$ cat src/rtl/pc_unit.sv
`default_nettype none
// ============================================================================
// Module   : pc_unit
// Purpose  : Registered program counter with branch, LUT jump, stall and halt.
//            Optional call/return stack enabled by defining PC_CALL_RET_EN.
// Revision : 1.0 - initial release
// ============================================================================
module pc_unit #(
    parameter int PC_W      = 32,
    parameter int OFF_W     = 7,
    parameter int OFF_SHIFT = 2,
    parameter int PC_STEP   = 1,
    parameter int RESET_PC  = 0,
    parameter int LUT_DEPTH = 16,
    parameter int RAS_DEPTH = 4,
    localparam int IDX_W    = $clog2(LUT_DEPTH)
) (
    input  logic             clk,
    input  logic             reset,
    input  logic             stall,
    input  logic             halt,
    input  logic [1:0]       br_mode,
    input  logic             zero,
    input  logic [OFF_W-1:0] offset,
    input  logic             jump,
    input  logic [IDX_W-1:0] jump_idx,
    input  logic             lut_we,
    input  logic [IDX_W-1:0] lut_waddr,
    input  logic [PC_W-1:0]  lut_wdata,
    input  logic             call,
    input  logic             ret,
    output logic [PC_W-1:0]  pc,
    output logic             taken,
    output logic             done,
    output logic             ras_err
);

    localparam logic [0:0] S_RUN    = 1'b0;
    localparam logic [0:0] S_HALTED = 1'b1;

    localparam logic [PC_W-1:0] c_step     = PC_W'(PC_STEP);
    localparam logic [PC_W-1:0] c_reset_pc = PC_W'(RESET_PC);

    logic [0:0]      state_q, state_d;
    logic [PC_W-1:0] pc_q, pc_d;
    logic            taken_q, taken_d;
    logic            done_q, done_d;
    logic [PC_W-1:0] lut_q [LUT_DEPTH];

    logic [PC_W-1:0] w_seq;
    logic [PC_W-1:0] w_off_ext;
    logic [PC_W-1:0] w_br_tgt;
    logic            w_br_take;
    logic [PC_W-1:0] w_lut_rd;

    assign w_seq     = pc_q + c_step;
    assign w_off_ext = {{(PC_W-OFF_W){offset[OFF_W-1]}}, offset};
    assign w_br_tgt  = w_seq + (w_off_ext << OFF_SHIFT);
    assign w_lut_rd  = lut_q[jump_idx];

    always_comb begin
        w_br_take = 1'b0;
        case (br_mode)
            2'b01:   w_br_take = zero;
            2'b10:   w_br_take = ~zero;
            2'b11:   w_br_take = 1'b1;
            default: w_br_take = 1'b0;
        endcase
    end

`ifdef PC_CALL_RET_EN
    localparam int SP_W = $clog2(RAS_DEPTH + 1);
    localparam int RI_W = (RAS_DEPTH > 1) ? $clog2(RAS_DEPTH) : 1;

    logic [PC_W-1:0] ras_q [RAS_DEPTH];
    logic [SP_W-1:0] sp_q, sp_d;
    logic            ras_err_q, ras_err_d;
    logic            w_push, w_pop;
    logic [SP_W-1:0] w_top;
    logic            w_full, w_empty;

    assign w_top   = sp_q - SP_W'(1);
    assign w_full  = (sp_q == SP_W'(RAS_DEPTH));
    assign w_empty = (sp_q == '0);
    assign ras_err = ras_err_q;
`else
    logic w_unused_ret;
    assign w_unused_ret = ret | (RAS_DEPTH == 0);
    assign ras_err      = 1'b0;
`endif

    // State register
    always_ff @(posedge clk) begin
        if (reset) state_q <= S_RUN;
        else       state_q <= state_d;
    end

    // Next-state logic: HALTED is left only through reset
    always_comb begin
        state_d = state_q;
        if (state_q == S_RUN && halt) state_d = S_HALTED;
    end

    // Output / datapath next-value logic
    always_comb begin
        pc_d    = pc_q;
        taken_d = 1'b0;
        done_d  = (state_d == S_HALTED);
`ifdef PC_CALL_RET_EN
        ras_err_d = ras_err_q;
        w_push    = 1'b0;
        w_pop     = 1'b0;
`endif
        if (state_q == S_RUN && !halt && !stall) begin
`ifdef PC_CALL_RET_EN
            if (ret) begin
                if (w_empty) begin
                    pc_d      = w_seq;
                    ras_err_d = 1'b1;
                end else begin
                    pc_d    = ras_q[w_top[RI_W-1:0]];
                    taken_d = 1'b1;
                    w_pop   = 1'b1;
                end
            end else if (call) begin
                // Redirect happens even when the stack cannot take the return address
                pc_d    = w_lut_rd;
                taken_d = 1'b1;
                if (w_full) ras_err_d = 1'b1;
                else        w_push    = 1'b1;
            end else
`endif
            if (call || jump) begin
                pc_d    = w_lut_rd;
                taken_d = 1'b1;
            end else if (w_br_take) begin
                pc_d    = w_br_tgt;
                taken_d = 1'b1;
            end else begin
                pc_d = w_seq;
            end
        end
    end

    always_ff @(posedge clk) begin
        if (reset) begin
            pc_q    <= c_reset_pc;
            taken_q <= 1'b0;
            done_q  <= 1'b0;
        end else begin
            pc_q    <= pc_d;
            taken_q <= taken_d;
            done_q  <= done_d;
        end
    end

    // Jump-target LUT: reads see the pre-write contents in the write cycle
    always_ff @(posedge clk) begin
        if (reset) begin
            for (int i = 0; i < LUT_DEPTH; i++) lut_q[i] <= '0;
        end else if (lut_we) begin
            lut_q[lut_waddr] <= lut_wdata;
        end
    end

`ifdef PC_CALL_RET_EN
    always_comb begin
        sp_d = sp_q;
        if (w_push)     sp_d = sp_q + SP_W'(1);
        else if (w_pop) sp_d = sp_q - SP_W'(1);
    end

    always_ff @(posedge clk) begin
        if (reset) begin
            sp_q      <= '0;
            ras_err_q <= 1'b0;
            for (int i = 0; i < RAS_DEPTH; i++) ras_q[i] <= '0;
        end else begin
            sp_q      <= sp_d;
            ras_err_q <= ras_err_d;
            if (w_push) ras_q[sp_q[RI_W-1:0]] <= w_seq;
        end
    end
`endif

    assign pc    = pc_q;
    assign taken = taken_q;
    assign done  = done_q;

endmodule
`default_nettype wire
$ cat config.mk
export PLATFORM = sky130hd
export DESIGN_NAME = pc_unit
export DESIGN_NICKNAME = d
export VERILOG_FILES = /design/src/rtl/pc_unit.sv
export SDC_FILE = /design/constraint.sdc
export NUM_CORES = 1
export LEC_CHECK = 0
export CORE_MARGIN = 2
export CORE_UTILIZATION = 35
export CTS_CLUSTER_DIAMETER = 100
export CTS_CLUSTER_SIZE = 25
export DETAILED_ROUTE_END_ITERATION = 12
export GPL_ROUTABILITY_DRIVEN = 0
export HOLD_SLACK_MARGIN = 0.05
export PLACE_DENSITY = 0.56
export SYNTH_ARGS = -nofsm -noshare
export SYNTH_HDL_FRONTEND = slang
export SYNTH_SLANG_ARGS = --single-unit
export TNS_END_PERCENT = 100
$ cat constraint.sdc
create_clock -name clk -period 5.56 [get_ports clk]
set_input_delay 1.112 -clock clk [delete_from_list [all_inputs] [get_ports clk]]
set_output_delay 1.112 -clock clk [all_outputs]
set_load 0.01 [all_outputs]
==> impl_metrics.tcl <==
set metrics [dict create \
    slew_violations 0 \
    clock_power_share 0.280 \
    setup_slack_ps 1360 \
    crit_path_max_fanout 8 \
    postSynthCellCount 1888 \
    synth-edff-count 512 \
    slew_headroom 0.180 \
    finalSetupTns_ps 0 \
    comb_power_share 0.126 \
    min_period_ps 4200 \
    cts-buffers-inserted 27 \
    finalSetupViolCount 0 \
    grt_max_degree 75 \
    fillerInstances 7061 \
    crit_slowest_cell "dfxtp_1" \
    finalCritPeriodShare 0.756 \
    synth_top_area_frac 0.573 \
    synth.avg_cell_area_sq_um 14.2 \
    arrival_ps 4730 \
    totalWireLength_mm 75.4 \
    crit_required_ps 6090 \
    nets 1999 \
    row_count 101 \
    synth_fp_nets 1983 \
    rsz0062_at_grt "no" \
    synth-async-reset-ratio 0 \
    clock_sinks 546 \
    vias_per_cell 5.37 \
    hold_viol_final 0 \
    cp_cell_sequence "ha_1, and2_1, nand4_1, nor2_1, and3_1, xor2_1, ha_1, a21oi_1, o31ai_1, a211oi_1, a2bb2oi_1, o211a_1, xor2_1, or3_1, a31oi_1" \
    grt_use_total 0.192 \
    overflow 0 \
    io_buffers 90 \
    synth_top_area_cell "edfxtp_1" \
    die_area_sq_um 79000 \
    hold_buffers 0 \
    ys.flop_type "edfxtp_1" \
    yosys-top-cells-area "edfxtp_1, mux4_2, and2_1, dfxtp_1, ha_1" \
    numPlacedInstances 2905 \
    clk_latency_ps 620 \
    hpwl_mm 45.6 \
    die_h_um 281 \
    final_antenna_net_count 0 \
    drc 0 \
    final_cells 2945 \
    post_cts_buffers 0 \
    netSwitchingFraction 0.250 \
    end_kind "flip-flop" \
    max_stage_delay_ps 530 \
    p_seq_frac 0.594 \
    cts_tree "yes" \
    p_switching_w 0.00202 \
    syn2layout_area_growth_pct 11.0 \
    place_ws_ps 980 \
    drive_above_1_share 0.146 \
    ys_ff_latch 546 \
    max_freq_mhz 238 \
    hold_class "reg -> reg" \
    yosys_warnings 0 \
    synth_area_sq_um 26900 \
    status "finished clean" \
    worst_hold_slack_ps 535 \
    clkTransAtPathRegs_ps 100 \
    ir_worst_vdd_v 0.000221 \
    drv_cap 0 \
    cts_buffer_depth 3 \
    post_drt_wl_per_cell_um 25.6 \
    cts_root_buf "clkbuf_16" \
    grt_pass1_vias 16100 \
    tightest_slew_ps 1230 \
    yosysSeqAreaShare 0.598 \
    internal-power_w 0.00605 \
    io_pins 93 \
    core_sq_um 75900 \
    yosysUniqueCellTypes 65 \
    crit_type "reg -> reg" \
    skew_ps 40.5 \
    p_per_area_nw_per_um2 271 \
    start_kind "flip-flop" \
    cts_resized 0 \
    first_iter_violations 1607 \
    vias 15800 \
    firstDrtPassIters 8 \
    initial_core_util 0.354 \
    leakage_nw 10.1 \
    h-tree-depth 1 \
    grt_pass1_wl_mm 110 \
    die_w_um 281 \
    fin_util 0.393 \
    antenna_found_initial 3 \
]
[layout by cell type, fill, tap and decap left out, types with 13 or more instances in the layout]
cell type and instances:
o21ai_0 17, nand2_1 65, buf_4 34, and2_1 520, nand4_1 13, xor2_1 21, dfxtp_1 34, clkbuf_16 27
edfxtp_1 512, mux4_2 160, a21o_1 14, nor2_1 58, ha_1 36, nand3_1 23, clkdlybuf4s50_1 86, a21oi_1 55
xnor2_1 32
[per-stage QoR]
step           cell area (sq um)  total power (W)
6_report                   29800          0.00807
5_1_grt                    29800          0.00834
3_3_place_gp               29000          0.00589
3_5_place_dp               29000          0.00592
4_1_cts                    29800          0.00812
2_1_floorplan              26900          0.00549
[final timing paths]
check | from | endpoint | slack (ps) | depth (start not counted)
setup / recovery | pc[0]$_SDFFE_PP0P_ | pc[31]$_SDFFE_PP0P_ | 1360 | 15
hold / removal | done$_SDFFE_PP0P_ | done$_SDFFE_PP0P_ | 530 | 2
setup reg to reg | pc[0]$_SDFFE_PP0P_ | pc[31]$_SDFFE_PP0P_ | 1360 | 15
hold reg to reg | done$_SDFFE_PP0P_ | done$_SDFFE_PP0P_ | 530 | 2
[critical path: cells and delay by family, from the launching register on]
family	cells	cell delay, ps
AOI/OAI and AO/OA	6	1350
and+or+nand+nor	5	1230
adders and majority gates	2	700
DFF	1	530
xor gates and xnor gates	2	320
[layer usage]
| metal | routed length, um | vias to the layer above | share of wire | track usage |
|---|---|---|---|---|
| li1 | - | 7021 | - | - |
| met5 | 0 | - | 0 | 0 |
| met1 | 32300 | 8218 | 0.43 | 0.260 |
| met3 | 4360 | 79 | 0.058 | 0.0231 |
| met2 | 36800 | 506 | 0.49 | 0.326 |
| met4 | 1860 | 0 | 0.025 | 0.0479 |
[area by class of cell]
type	instances	area, sq um	share of cell area
Sequential cell	546	16100	0.538
Multi-Input combinational cell	1192	10400	0.350
Tap cell	1030	1290	0.0432
Timing Repair Buffer	128	1230	0.0414
Clock buffer	32	694	0.0233
Clock inverter	6	80.1	0.00269
Inverter	9	33.8	0.00113
Antenna cell	2	5.00	0.000168
[cells in the mapped netlist, types with 3 or more instances]
library cell / count
o211a_1: 4
o21ai_1: 7
buf_1: 5
dfxtp_1: 34
o21bai_1: 5
buf_4: 5
mux2i_1: 6
edfxtp_1: 512
a21oi_1: 55
a311oi_1: 7
mux4_2: 160
inv_1: 8
and2_1: 520
clkbuf_1: 112
and4_1: 5
buf_2: 12
nor3_1: 14
nand3_1: 23
nand2b_1: 4
a41oi_1: 3
xnor2_1: 32
and3_1: 10
ha_1: 36
o31ai_1: 5
nand2_1: 65
nor2_1: 71
a21o_1: 14
or3_1: 6
a31oi_1: 4
a221oi_1: 3
a211oi_1: 12
buf_6: 5
o22ai_1: 5
xor2_1: 21
nand4_1: 13
o21ai_0: 29
nand3b_1: 6
or2_2: 7
o211ai_1: 10
[registers in the layout, indices dropped and copies added (netlist names)]
name	flops
done	1
taken	1
lut_q	512
pc	32
[kinds of logic after synthesis]
logic type,synth area share
buffers and inverters,0.0237
xor gates and xnor gates,0.0173
adders and majority gates,0.0175
muxes,0.138
AOI/OAI and AO/OA,0.0450
other,0.000140
DFF,0.598
and+or+nand+nor,0.161
[power by group through the flow]
stage	logic (W)	clock network (W)	registers, W
floorplan	0.000611	0	0.00488
global route	0.00109	0.00243	0.00482
finish	0.00102	0.00226	0.00479
global placement	0.00102	0	0.00488
detailed placement	0.00102	0	0.00489
CTS	0.00103	0.00230	0.00480
(Power assumes the default switching activity.)
